--- src/rtl/lzrw1_pkg.sv ---
// Shared types and format constants for the LZRW1 group packer.
// The group size is fixed by the LZRW1 format (16-bit control word).
package lzrw1_pkg;

    localparam int unsigned GROUP_ITEMS = 16;
    localparam int unsigned OFFSET_W    = 12;
    localparam int unsigned LEN_W       = 4;
    localparam int unsigned IDX_W       = $clog2(GROUP_ITEMS);
    localparam int unsigned CNT_W       = $clog2(GROUP_ITEMS + 1);

    typedef struct packed {
        logic                ctrl;
        logic [7:0]          literal;
        logic [OFFSET_W-1:0] offset;
        logic [LEN_W-1:0]    length;
    } item_t;

    typedef enum logic [2:0] {
        COLLECT,
        CTRL_LO,
        CTRL_HI,
        ITEMS,
        DONE
    } pack_state_e;

endpackage

--- src/rtl/lzrw1_item_buffer.sv ---
// Register file holding one LZRW1 group of items plus its control-bit vector.
// Cleared as a whole when the group has been fully serialised.
module lzrw1_item_buffer
    import lzrw1_pkg::*;
(
    input  logic                   clock,
    input  logic                   reset,
    input  logic                   wrEn,
    input  logic [IDX_W-1:0]       wrIdx,
    input  item_t                  wrItem,
    input  logic                   clear,
    input  logic [IDX_W-1:0]       rdIdx,
    output item_t                  rdItem,
    output logic [GROUP_ITEMS-1:0] ctrlBits
);

    item_t slots [GROUP_ITEMS];

    always_ff @(posedge clock or negedge reset) begin
        if (!reset) begin
            for (int unsigned i = 0; i < GROUP_ITEMS; i++) begin
                slots[i] <= '0;
            end
        end else if (clear) begin
            // Zeroing every slot keeps ctrl bits of absent items at 0 for the next partial group.
            for (int unsigned i = 0; i < GROUP_ITEMS; i++) begin
                slots[i] <= '0;
            end
        end else if (wrEn) begin
            slots[wrIdx] <= wrItem;
        end
    end

    assign rdItem = slots[rdIdx];

    always_comb begin
        ctrlBits = '0;
        for (int unsigned i = 0; i < GROUP_ITEMS; i++) begin
            ctrlBits[i] = slots[i].ctrl;
        end
    end

endmodule

--- src/rtl/lzrw1_group_packer.sv ---
// Collects literal/copy items into LZRW1 groups and serialises each group
// (control word low byte first, then item bytes) over a valid/ready byte stream.
module lzrw1_group_packer
    import lzrw1_pkg::*;
(
    input  logic                clock,
    input  logic                reset,
    input  logic                tok_valid,
    output logic                tok_ready,
    input  logic                tok_ctrl,
    input  logic [7:0]          tok_literal,
    input  logic [OFFSET_W-1:0] tok_offset,
    input  logic [LEN_W-1:0]    tok_length,
    input  logic                flush,
    output logic                out_valid,
    input  logic                out_ready,
    output logic [7:0]          out_byte,
    output logic                out_last,
    output logic                done
);

    pack_state_e state, stateNext;

    logic [CNT_W-1:0]       count;
    logic [CNT_W-1:0]       countNext;
    logic [IDX_W-1:0]       emitPtr;
    logic                   subByte;
    logic                   lastFlag;
    logic                   flushPending;
    logic                   emptyDone;
    logic                   accept;
    logic                   flushNow;
    logic                   outFire;
    logic                   slotEnd;
    logic                   groupEnd;
    logic                   clearBuf;
    item_t                  wrItem;
    item_t                  rdItem;
    logic [GROUP_ITEMS-1:0] ctrlBits;

    assign accept    = (state == COLLECT) && tok_valid;
    assign countNext = count + CNT_W'(accept);
    assign flushNow  = (state == COLLECT) && (flush || flushPending);
    assign outFire   = out_valid && out_ready;
    assign slotEnd   = !rdItem.ctrl || subByte;
    assign groupEnd  = (state == ITEMS) && slotEnd && ({1'b0, emitPtr} == count - CNT_W'(1));
    assign clearBuf  = outFire && groupEnd;

    assign wrItem.ctrl    = tok_ctrl;
    assign wrItem.literal = tok_literal;
    assign wrItem.offset  = tok_offset;
    assign wrItem.length  = tok_length;

    lzrw1_item_buffer u_buffer (
        .clock    (clock),
        .reset    (reset),
        .wrEn     (accept),
        .wrIdx    (count[IDX_W-1:0]),
        .wrItem   (wrItem),
        .clear    (clearBuf),
        .rdIdx    (emitPtr),
        .rdItem   (rdItem),
        .ctrlBits (ctrlBits)
    );

    always_ff @(posedge clock or negedge reset) begin
        if (!reset) begin
            state <= COLLECT;
        end else begin
            state <= stateNext;
        end
    end

    always_comb begin
        stateNext = state;
        unique case (state)
            COLLECT: begin
                if (countNext == CNT_W'(GROUP_ITEMS) || (flushNow && countNext != '0)) begin
                    stateNext = CTRL_LO;
                end
            end
            CTRL_LO: if (outFire) stateNext = CTRL_HI;
            CTRL_HI: if (outFire) stateNext = ITEMS;
            ITEMS: begin
                if (outFire && groupEnd) begin
                    stateNext = lastFlag ? DONE : COLLECT;
                end
            end
            DONE:    stateNext = COLLECT;
            default: stateNext = COLLECT;
        endcase
    end

    always_ff @(posedge clock or negedge reset) begin
        if (!reset) begin
            count        <= '0;
            emitPtr      <= '0;
            subByte      <= 1'b0;
            lastFlag     <= 1'b0;
            flushPending <= 1'b0;
            emptyDone    <= 1'b0;
        end else begin
            emptyDone <= flushNow && (countNext == '0);
            if (state != COLLECT && flush) begin
                flushPending <= 1'b1;
            end
            unique case (state)
                COLLECT: begin
                    count   <= countNext;
                    emitPtr <= '0;
                    subByte <= 1'b0;
                    // An item arriving with flush is captured first, so the flush closes a group that includes it.
                    if (flushNow) begin
                        flushPending <= 1'b0;
                        if (countNext != '0) begin
                            lastFlag <= 1'b1;
                        end
                    end
                end
                ITEMS: begin
                    if (outFire) begin
                        if (slotEnd) begin
                            subByte <= 1'b0;
                            emitPtr <= emitPtr + IDX_W'(1);
                        end else begin
                            subByte <= 1'b1;
                        end
                        if (groupEnd) begin
                            count    <= '0;
                            lastFlag <= 1'b0;
                        end
                    end
                end
                DONE: begin
                    count    <= '0;
                    lastFlag <= 1'b0;
                end
                default: ;
            endcase
        end
    end

    always_comb begin
        tok_ready = (state == COLLECT);
        out_valid = 1'b0;
        out_byte  = '0;
        out_last  = 1'b0;
        done      = (state == DONE) || emptyDone;
        unique case (state)
            CTRL_LO: begin
                out_valid = 1'b1;
                out_byte  = ctrlBits[7:0];
            end
            CTRL_HI: begin
                out_valid = 1'b1;
                out_byte  = ctrlBits[15:8];
            end
            ITEMS: begin
                out_valid = 1'b1;
                if (!rdItem.ctrl) begin
                    out_byte = rdItem.literal;
                end else if (!subByte) begin
                    out_byte = {rdItem.length, rdItem.offset[OFFSET_W-1:8]};
                end else begin
                    out_byte = rdItem.offset[7:0];
                end
                out_last = lastFlag && groupEnd;
            end
            default: ;
        endcase
    end

endmodule
--- config.mk ---
export PLATFORM = sky130hd
export DESIGN_NAME = lzrw1_group_packer
export DESIGN_NICKNAME = d
export VERILOG_FILES = /design/src/rtl/lzrw1_pkg.sv /design/src/rtl/lzrw1_item_buffer.sv /design/src/rtl/lzrw1_group_packer.sv
export SDC_FILE = /design/constraint.sdc
export NUM_CORES = 1
export LEC_CHECK = 0
export CORE_AREA = 2 2 188 190
export CTS_CLUSTER_DIAMETER = 40
export DETAILED_ROUTE_END_ITERATION = 6
export DIE_AREA = 0 0 190 192
export GPL_ROUTABILITY_DRIVEN = 0
export PLACE_DENSITY_LB_ADDON = 0.1
export SLEW_MARGIN = 20
export SYNTH_ARGS = -nofsm -noshare
export SYNTH_HDL_FRONTEND = slang
export SYNTH_SLANG_ARGS = --single-unit
--- constraint.sdc ---
create_clock -name clock -period 4 [get_ports clock]
set_clock_uncertainty 0.15 [all_clocks]
set_input_delay 0.8 -clock clock [delete_from_list [all_inputs] [get_ports clock]]
set_output_delay 0.8 -clock clock [all_outputs]
set_load 0.005 [all_outputs]
After elaboration in Yosys (flattened, before gate mapping):

Cells that the tools add are included.

* word-level logic and storage cells: 159
* output and inout port bits: 12
* bits in registers: 416
* bits of input ports: 30

* reductions and logical operators: 29
* eq/ne operators: 15
* order comparisons: 3
* add/subtract/negate cells: 3
* bitwise operators: 2
* multiplexer cells: 36

Operator list (number)
* $mux W400: 2
* $bwmux W400: 1
* $bmux W25 S4: 1
* $demux W25 S4: 1
* $mux W25: 3
* $pmux W8 S3: 1
* $mux W8: 2
* $mux W3: 5
* $pmux W5 S3: 1
* $ne A2 B2 Y1 const B: 6
* $pmux W3 S4: 1
* $logic_and A1 B1 Y1: 11
* $mux W1: 11
* $ge A5 B5 Y1 const B: 2
* $mux W5: 2
* $not A4 Y5: 2
* $mux W4: 2
* $pmux W4 S2: 1
* $eq A3 B2 Y1 const B: 2
* $ne A2 B1 Y1 const B: 3
* $reduce_and A3 Y1: 2
* $reduce_bool A3 Y1: 2
* $add A5 B1 Y5: 1
* $eq A4 B5 Y1: 1
* other kinds (18): 22

Depth between registers and ports, before layout:

Gate-level depths: netlist of run 1.

* depth in word-level cells: 11
* gate-level depth with buffers: 12
* depth with buffers taken out: 10

Hierarchy:

Synthesis of run 1 repeated with hierarchy kept, for this count alone.

* cells, all modules: 2285
* area, all modules: 21634.5 µm²

By module, submodules not included
* lzrw1_item_buffer: area each 20249.4 µm², seq. area each 10009.6 µm², instances 1, cells each 2115
* lzrw1_group_packer: area each 1385.1 µm², seq. area each 400.4 µm², instances 1, cells each 170

Least setup slack after synthesis of run 1:

OpenSTA, ideal clock, no wires.

* path kind: register to output
* from: register emitPtr[0]
* to: output port out_byte[0]
* slack: 0.917 ns
* arrival time: 2.133 ns
* stages on the path, launching flop included: 10
* required time: 3.050 ns
* buffers on the path: 4
* cell sequence: dfrtp_1 -> buf_2 -> buf_4 -> buf_4 -> buf_2 -> mux4_2 -> a22oi_1 -> o21ai_0 -> nor3_1 -> o32ai_1

* word-level cells in the longest chain between the ends: 7

Ends and longest elaborated chain
* from (decl): line lzrw1_group_packer.sv:26 `logic [IDX_W-1:0] emitPtr;`
* from (signal assigned): line lzrw1_group_packer.sv:124 `emitPtr <= emitPtr + IDX_W'(1);`
* $not A4 Y5 (implied by the code) *: line lzrw1_item_buffer.sv:34 `assign rdItem = slots[rdIdx];`
* $bmux W25 S4 *: line lzrw1_item_buffer.sv:34
* $mux W25 (implied by the code) * (2 in a row): line lzrw1_item_buffer.sv:34
* $mux W8: line lzrw1_group_packer.sv:162 `end else if (!subByte) begin`
* $mux W8 *: line lzrw1_group_packer.sv:160 `if (!rdItem.ctrl) begin`
* $pmux W8 S3 *: line lzrw1_group_packer.sv:149 `unique case (state)`
* to (decl): line lzrw1_group_packer.sv:17 `output logic [7:0] out_byte,`

Every way passes the cells marked *; elsewhere a longest branch is shown, timed or not. The select of a mux whose other input is x is not followed.

Final worst setup path of run 1:

* from: register emitPtr[0]
* to: output port out_byte[4]

The elaborated chain is that of the path after synthesis.

==> flow_metrics.py, run 1 <==
metrics = {
    "synth": {
        "syn-num-nets": 2153,
        "synth_cell_types": 47,
        "postSynth.topFlopCell": "dfrtp_1",
        "synth_area_um2": 21100,
        "synth_top_family_by_area": "simple AND/OR/NAND/NOR gates",
        "netlist_instances": 2116,
        "synthAdderAreaFrac_pct": 0.415,
        "synth_edf_count": 0,
        "synth_top_cell_by_area": "dfrtp_1",
        "synth-seq-cells": 416,
        "muxShareOfSynthArea_pct": 16.2,
        "yosysSeqAreaShare_pct": 49.3,
        "yosys.area_share.simple_pct": 17.3,
        "avgSynthCellArea_um2": 9.98,
        "yosysWarnings": 0,
        "synth_area_leaders": "dfrtp_1, mux4_2, nand3_1",
        "async_flop_share_pct": 100,
        "synthXorXnorAreaFrac_pct": 0.290,
        "synth_top_area_share_pct": 49.3,
        "synth_compound_area_share_pct": 10.2,
    },
    "floorplan": {
        "core_area_um2": 34300,
        "fp.dieW_um": 190,
        "die_y_um": 192,
        "dieArea_um2": 36500,
        "core.rowCount": 68,
        "start_util_pct": 61.6,
        "io_pins": 42,
    },
    "cts": {
        "cts_sinks": 416,
        "clk_latency_ns": 0.61,
        "cts_max_path_buffers": 3,
        "root_buffer": "clkbuf_16",
        "hold_buffers": 0,
        "clkTransAtPathRegs_ns": 0.05,
        "h-tree-depth": 2,
        "cts_tree": "built",
        "cts-buffers-inserted": 59,
    },
    "timing": {
        "relSlewSlack_pct": 27.9,
        "max_freq_mhz": 248,
        "period_share_pct": 101,
        "tns_ns": -0.0330,
        "worst_pin_slew_ns": 1.08,
        "grt_setup_unrepaired": "yes",
        "setup-violations-final": 1,
        "maxSlewViolCount": 0,
        "hold_viol": 0,
        "fin_crit_ns": 4.03,
        "setup_slack_ns": -0.0330,
    },
    "placed_design": {
        "dpl_cell_area_um2": 21800,
        "dpl.hpwl_mm": 37.7,
        "io_buffers": 41,
        "dp_slack_ns": -0.103,
    },
    "routing": {
        "drcViolationCount": 0,
        "ant_nets": 0,
        "avgRoutedWirePerCell_um": 25.5,
        "wirelength_mm": 66.5,
        "drtIter0Drc": 2386,
        "drt-pass1-iter-count": 6,
        "via_per_inst": 6.78,
        "vias": 17673,
    },
    "grt": {
        "busiest_layer": "met2",
        "grt_pass1_vias": 17350,
        "grt_max_degree": 93,
        "antenna_found_initial": 1,
        "met1_usage_pct": 51.4,
        "grtUsageMet2_pct": 56.4,
        "grt_usage_pct": 37.4,
        "met3_usage_pct": 9.56,
        "grt_pass1_wl_mm": 103,
        "grt.overflow.total": 0,
    },
    "setup_path": {
        "path_class": "reg2out",
        "setup.worst_path.start_class": "register",
        "cp.required_ns": 3.05,
        "cp.arrival_ns": 3.08,
        "cp_max_fo": 7,
        "end_kind": "output pin",
    },
    "run_status": {
        "status": "finished, violations left",
        "violations": "negative setup slack",
    },
    "final_layout": {
        "nNetsFinal": 2140,
        "layout_commonest_cell": "dfrtp_1",
        "final_layout_size_suffix_gt1_share_pct": 18.4,
        "area_delta_synth_final_pct": 15.5,
        "final_cell_mix": "dfrtp_1, nand2_1, nand3_1",
        "fin_area_um2": 24400,
        "fill_cells": 2470,
    },
    "power": {
        "leakage_nw": 11.1,
        "power.density_nw_per_um2": 633,
        "vdd_drop_max_uv": 452,
        "power.total_mw": 15.4,
    },
    "flow_run": {
        "maxCapViolCount": 0,
    },
    "min_path": {
        "min_path_type": "in2async",
    },
}
==> path summary, 6_finish.rpt <==
check	start	slack, ns	to	cells past startpoint
hold / removal	reset	0.08	count[2]	1
min in group clock	flushPending	0.36	flushPending	2
hold reg to reg	flushPending	0.36	flushPending	2
setup reg to reg	state[2]	0.60	state[0]	9
max in group asynchronous	reset	2.74	u_buffer.slots[369]	2
setup / recovery	emitPtr[0]	-0.03	out_byte[4]	9
==> area by class of cell <==
| type | instances | area, um^2 | share of cell area (%) |
|---|---|---|---|
| flip-flops and latches | 416 | 10400 | 42.7 |
| multi-input cells | 1453 | 9690 | 39.7 |
| repair buffers | 168 | 1750 | 7.18 |
| clock buffers | 74 | 1610 | 6.61 |
| well taps | 455 | 569 | 2.33 |
| clock inverters | 36 | 332 | 1.36 |
| inverters | 5 | 18.8 | 0.0769 |
| diodes | 1 | 2.50 | 0.0103 |
==> logic make-up (layout without fill, tap and decap cells) <==
family,count (synthesis),count (layout)
compound gates,392,392
xor+xnor,7,7
fa+ha+maj,7,7
buf+inv,247,283
flops,416,416
mux,227,227
other cells,0,1
simple gates,820,820
==> report_power, final <==
part | internal, mW | leakage (nW) | switching, mW
clock | 3.08 | 0.935 | 2.05
sequential | 4.79 | 5.74 | 0.438
combinational | 2.34 | 4.47 | 2.75
==> what timing repair did <==
item | CTS | global route
setup endpoints to repair | 8 | 8
setup buffers | 19 | 6
gates resized for setup | 81 | 24
pin swaps | 15 | 11
gates cloned | 3 | 0
==> cells in the mapped netlist (all sizes together) (4+ instances only) <==
cell / count
nor3: 14
inv: 5
o21ai: 19
nor2b: 10
a21oi: 304
xnor2: 6
and2: 4
clkbuf: 135
a22oi: 42
mux2i: 132
nand2: 329
nand3: 311
or2: 4
nor2: 117
nand4: 6
o211ai: 5
a31oi: 4
mux4: 92
and3: 13
dfrtp: 416
buf: 107
ha: 7
o32ai: 8
==> metal layers <==
| metal | vias to the layer above | wire length, um |
|---|---|---|
| li1 | 7436 | - |
| met1 | 8923 | 25700 |
| met2 | 1108 | 30500 |
| met3 | 206 | 7570 |
| met4 | 0 | 2680 |
| met5 | - | 0 |
==> critical path, cell delays in order (launching register included) <==
cell	delay, ns
dfrtp_4	0.47
buf_8	0.15
buf_16	0.15
mux4_2	0.52
a22oi_2	0.24
o21ai_1	0.12
nor3_2	0.36
buf_4	0.20
o32ai_4	0.09
buf_2	0.16
==> state kept, by name, summed over array words and instances, names as in the netlist <==
| register | cells |
|---|---|
| flushPending | 1 |
| lastFlag | 1 |
| emitPtr | 4 |
| subByte | 1 |
| emptyDone | 1 |
| u_buffer.ctrlBits | 16 |
| u_buffer.slots | 384 |
| state | 3 |
| count | 5 |
==> through the flow <==
stage | utilization, % | hold slack, ns | instances
5_1_grt | 71.1 | 0.136 | 2607
4_1_cts | 70.6 | 0.106 | 2602
2_1_floorplan | - | 0.322 | 2116
3_5_place_dp | 63.7 | 0.354 | 2472
6_report | 71.1 | 0.0765 | 2608
3_3_place_gp | 63.7 | 0.348 | 2472
Note: power is estimated with default switching activity, not from simulation.
==> run 2: changes to the inputs <==
Settings changed: REMOVE_ABC_BUFFERS from default to 1.
==> run 2 against run 1 <==
  * The flow finishes with violations (design-rule violations, negative setup slack)
  * Clock power grew 4.7%
  * Cell area grew 0.59%
  * Core utilization grew 0.42 points
  * Critical path type unchanged
==> flow_metrics.py, run 2 (synthesis results as in run 1) <==
metrics = {
    "final_layout": {
        "layout_commonest_cell": "dfrtp_1",
        "final_util_pct": 71.6,
        "antenna_cells": 0,
        "fill_cells": 2443,
        "area_delta_synth_final_pct": 16.2,
        "nNetsFinal": 2145,
        "final_layout_size_suffix_gt1_share_pct": 18.7,
        "top_register": "u_buffer.slots",
        "stdcell_count": 2610,
        "final_cell_mix": "dfrtp_1, nand2_1, nand3_1",
        "largest_reg_flops": 384,
    },
    "cts": {
        "cts_max_path_buffers": 3,
        "clkTransAtPathRegs_ns": 0.06,
        "root_buffer": "clkbuf_16",
        "clk_latency_ns": 0.60,
        "cts_tree": "built",
        "cts_sinks": 416,
        "cts-buffers-inserted": 58,
        "hold_buffers": 0,
        "h-tree-depth": 2,
    },
    "power": {
        "power.total_mw": 15.6,
        "switching_power_mw": 5.17,
        "vdd_drop_max_uv": 439,
        "combPwrFrac_pct": 32.5,
        "leakage_nw": 11.2,
        "swShare_pct": 33.1,
        "power.density_nw_per_um2": 636,
        "p_clk_share_pct": 34.3,
        "p_int_mw": 10.4,
        "power_frac_seq_pct": 33.2,
    },
    "grt": {
        "busiest_layer": "met2",
        "grt_max_degree": 147,
        "grt_pass1_wl_mm": 103,
        "met1_usage_pct": 51.9,
        "grt_pass1_vias": 17422,
        "antenna_found_initial": 0,
        "grtUsageMet2_pct": 55.7,
        "grt_usage_pct": 37.0,
        "met3_usage_pct": 8.33,
        "grt.overflow.total": 0,
    },
    "timing": {
        "period_share_pct": 100,
        "max_freq_mhz": 249,
        "worst_pin_slew_ns": 1.18,
        "setup_slack_ns": -0.0111,
        "grt_setup_unrepaired": "yes",
        "hold_viol": 0,
        "relSlewSlack_pct": 21.6,
        "fin_crit_ns": 4.01,
        "whs_ns": 0.111,
        "maxSlewViolCount": 0,
        "setup-violations-final": 2,
    },
    "floorplan": {
        "core.rowCount": 68,
        "die_y_um": 192,
        "core_area_um2": 34300,
        "start_util_pct": 61.6,
        "io_pins": 42,
        "fp.dieW_um": 190,
        "dieArea_um2": 36500,
    },
    "setup_path": {
        "cp.arrival_ns": 3.06,
        "timing.critical_path.slowest_cell_delay_ns": 0.53,
        "cp_max_fo": 5,
        "worstSetupStartpoint": "emitPtr[0]",
        "worst_path_max_delay_cell": "dfrtp_4",
        "cp_cell_sequence": "buf_12 > mux2i_1 > nand3_1 > and4b_1 > a31oi_2 > buf_4 > buf_6 > buf_4 > nor3_4 > o32ai_4 > buf_2",
        "critical_path.most_common_cell": "buf_4",
        "setup.worst_path.start_class": "register",
        "path_class": "reg2out",
        "end_kind": "output pin",
        "cp.required_ns": 3.05,
        "r2r_start": "state[1]",
    },
    "routing": {
        "drtIter0Drc": 2088,
        "drcViolationCount": 1,
        "ant_nets": 0,
        "drt-pass1-iter-count": 7,
        "via_per_inst": 6.71,
        "vias": 17506,
        "wirelength_mm": 65.6,
        "avgRoutedWirePerCell_um": 25.1,
    },
    "min_path": {
        "min_path_type": "in2async",
    },
    "flow_run": {
        "maxCapViolCount": 0,
    },
    "run_status": {
        "violations": "design-rule violations, negative setup slack",
        "status": "finished, violations left",
    },
    "placed_design": {
        "io_buffers": 41,
        "place_inst": 2470,
        "dpl.hpwl_mm": 36.6,
    },
}
run 2: final timing paths:
kind / to / slack, ns / cells past startpoint
max in group asynchronous: u_buffer.slots[210] / 2.68 / 2
worst min register to register: u_buffer.slots[216] / 0.37 / 2
worst max-delay path: out_byte[4] / -0.01 / 11
worst min-delay path: u_buffer.slots[91] / 0.11 / 1
min in group clock: u_buffer.slots[216] / 0.37 / 2
worst max register to register: state[0] / 0.48 / 9
run 2: power by group through the flow:
| stage | combinational, mW | clock, mW | sequential [mW] |
|---|---|---|---|
| after floorplan | 2.17 | 0 | 5.49 |
| after global placement | 4.10 | 0 | 5.21 |
| after detailed placement | 4.18 | 0 | 5.25 |
| after CTS | 4.81 | 5.38 | 5.17 |
| after global routing | 5.36 | 5.57 | 5.25 |
| final | 5.07 | 5.36 | 5.19 |
run 2: area by class of cell:
type	instances	area, um^2	share of cell area [%]
repair buffers	174	1800	7.32
inverters	5	18.8	0.0765
flip-flops and latches	416	10400	42.5
clock buffers	67	1550	6.30
multi-input cells	1453	9710	39.6
clock inverters	40	478	1.95
well taps	455	569	2.32
run 2: timing repair:
item                       4_1_cts  5_1_grt
setup endpoints to repair        8        9
pin swaps                       12       11
resized for setup               62       32
setup buffers                   23       10
cloned                           3        0
run 2: through the flow:
stage / area [um^2] / setup WS (ns) / TNS, ns
after global routing: 24500 / -0.0579 / -0.146
after detailed placement: 21800 / -0.00250 / -0.00250
after global placement: 21800 / -0.00386 / -0.00386
after floorplan: 19800 / -8.35 / -3328.91
after CTS: 24400 / -0.0854 / -0.0854
final: 24500 / -0.0111 / -0.0160
run 2: metal layers:
| metal | up-vias | part of all wire [%] |
|---|---|---|
| met2 | 1053 | 46 |
| met5 | - | 0 |
| met4 | 0 | 4.3 |
| met1 | 8795 | 40 |
| li1 | 7455 | - |
| met3 | 203 | 10 |
run 2: worst max-delay path: cells and delay by family (launching register included):
family	cells	cell delay, ns
compound gates	2	0.56
buf+inv	5	0.76
flops	1	0.53
mux	1	0.16
simple gates	3	0.45
==> run 3: changes to the inputs <==
Settings changed: CTS_CLUSTER_DIAMETER 40 to 80, SLEW_MARGIN 20 to 0.
==> run 3 against run 2 <==
  * The flow finishes with violations (negative setup slack)
  * Via count down 0.74%
  * Sequential power is essentially flat
  * Fmax down 4.0%
  * Count of clock-buffer cells in the layout increased by 1
  * Global-route usage down 0.24 points
  * Critical path type unchanged
  * Largest cell class unchanged
==> flow_metrics.py, run 3 (synthesis results as in run 1) <==
metrics = {
    "run_status": {
        "status": "finished, violations left",
        "violations": "negative setup slack",
    },
    "power": {
        "power.density_nw_per_um2": 603,
        "power_frac_seq_pct": 36.1,
        "swShare_pct": 33.7,
        "leakage_nw": 10.9,
        "combPwrFrac_pct": 34.6,
        "p_clk_share_pct": 29.4,
        "power.total_mw": 14.4,
        "switching_power_mw": 4.86,
        "vdd_drop_max_uv": 481,
        "p_int_mw": 9.55,
    },
    "floorplan": {
        "start_util_pct": 61.6,
        "core_area_um2": 34300,
        "die_y_um": 192,
        "core.rowCount": 68,
        "io_pins": 42,
        "dieArea_um2": 36500,
        "fp.dieW_um": 190,
    },
    "placed_design": {
        "io_buffers": 41,
        "dpl_cell_area_um2": 21800,
        "dpl.hpwl_mm": 36.6,
        "dp_slack_ns": -0.00250,
    },
    "routing": {
        "vias": 17376,
        "drtIter0Drc": 2148,
        "avgRoutedWirePerCell_um": 25.4,
        "route.met2.wl_mm": 30.0,
        "drcViolationCount": 0,
        "wirelength_mm": 65.5,
        "top_layer_used": "met4",
        "ant_nets": 0,
        "via_per_inst": 6.75,
        "routed-wl-met3_mm": 6.43,
        "drt-pass1-iter-count": 6,
        "wl_met1_mm": 26.6,
    },
    "grt": {
        "grt_pass1_wl_mm": 102,
        "grt_max_degree": 147,
        "grt_pass1_vias": 16983,
        "grt_usage_pct": 36.8,
        "antenna_found_initial": 1,
        "grt.overflow.total": 0,
    },
    "final_layout": {
        "seq_area_um2": 10400,
        "final_cell_mix": "dfrtp_1, nand2_1, nand3_1",
        "final_util_pct": 69.7,
        "area_delta_synth_final_pct": 13.2,
        "multi_input_area_um2": 9670,
        "final_layout_size_suffix_gt1_share_pct": 16.6,
        "top_register": "u_buffer.slots",
        "antenna_cells": 0,
        "nNetsFinal": 2124,
        "layout_commonest_cell": "dfrtp_1",
        "largest_reg_flops": 384,
        "fill_cells": 2564,
        "fin_area_um2": 23900,
    },
    "cts": {
        "cts_max_path_buffers": 3,
        "clkTransAtPathRegs_ns": 0.06,
        "root_buffer": "clkbuf_16",
        "h-tree-depth": 2,
        "clk_latency_ns": 0.58,
        "cts_tree": "built",
        "hold_buffers": 0,
        "cts-buffers-inserted": 45,
        "cts_sinks": 416,
    },
    "setup_path": {
        "critical_path.most_common_cell": "buf_4",
        "cp_max_fo": 7,
        "cp.arrival_ns": 3.23,
        "worst_path_max_delay_cell": "dfrtp_4",
        "critPathBufInv": 7,
        "path_class": "reg2out",
        "crit_family": "buffers and inverters",
        "end_kind": "output pin",
        "cp_cell_sequence": "buf_12 > buf_16 > mux2i_1 > a22oi_1 > a31oi_2 > buf_4 > buf_4 > buf_4 > nor3_2 > buf_4 > o32ai_4 > clkdlybuf4s15_1",
        "timing.critical_path.slowest_cell_delay_ns": 0.54,
        "cp.required_ns": 3.05,
        "setup.worst_path.start_class": "register",
    },
    "timing": {
        "relSlewSlack_pct": 23.4,
        "period_share_pct": 105,
        "hold_viol": 0,
        "setup-violations-final": 4,
        "fin_crit_ns": 4.18,
        "worst_pin_slew_ns": 1.15,
        "max_freq_mhz": 239,
        "grt_setup_unrepaired": "yes",
        "whs_ns": 0.140,
        "maxSlewViolCount": 0,
        "setup_slack_ns": -0.180,
    },
    "flow_run": {
        "maxCapViolCount": 0,
    },
    "min_path": {
        "min_path_type": "in2async",
    },
}
-- run 3: area by class of cell --
type / instances / share of cell area [%]
Clock buffer: 68 / 5.58
Clock inverter: 11 / 0.571
Inverter: 5 / 0.0785
Multi-Input combinational cell: 1453 / 40.5
Sequential cell: 416 / 43.6
Tap cell: 455 / 2.38
Timing Repair Buffer: 166 / 7.35
-- run 3: layer usage --
| layer | up-vias | global-route usage (%) |
|---|---|---|
| li1 | 7391 | - |
| met1 | 8805 | 52.6 |
| met2 | 1010 | 55.3 |
| met3 | 170 | 8.04 |
| met4 | 0 | 14.5 |
| met5 | - | 0 |
-- run 3: path summary, 6_finish.rpt --
kind,start,endpoint,slack [ns],depth (start not counted)
hold reg to reg,u_buffer.slots[18],u_buffer.slots[18],0.37,2
hold / removal,reset,u_buffer.slots[167],0.14,1
setup / recovery,emitPtr[0],out_byte[4],-0.18,12
max in group asynchronous,reset,u_buffer.slots[46],2.67,2
min in group clock,u_buffer.slots[18],u_buffer.slots[18],0.37,2
setup reg to reg,state[1],lastFlag,0.45,9
-- run 3: power by group through the flow --
stage	Sequential (mW)	Combinational (mW)	Clock, mW
final	5.19	4.98	4.23
after global routing	5.24	5.25	4.43
after floorplan	5.49	2.17	0
after detailed placement	5.25	4.18	0
after CTS	5.17	4.76	4.26
after global placement	5.21	4.10	0
-- run 3: what timing repair did --
item	CTS	global route
endpoints found under the setup margin	8	9
buffers inserted	15	7
gates cloned	4	0
resized for setup	72	15
pin swaps	15	5
-- run 3: through the flow --
| stage | instances | setup TNS, ns |
|---|---|---|
| CTS | 2567 | -0.331 |
| finish | 2574 | -0.379 |
| floorplan | 1874 | -3328.91 |
| global placement | 2470 | -0.00386 |
| global route | 2574 | -0.455 |
| detailed placement | 2470 | -0.00250 |
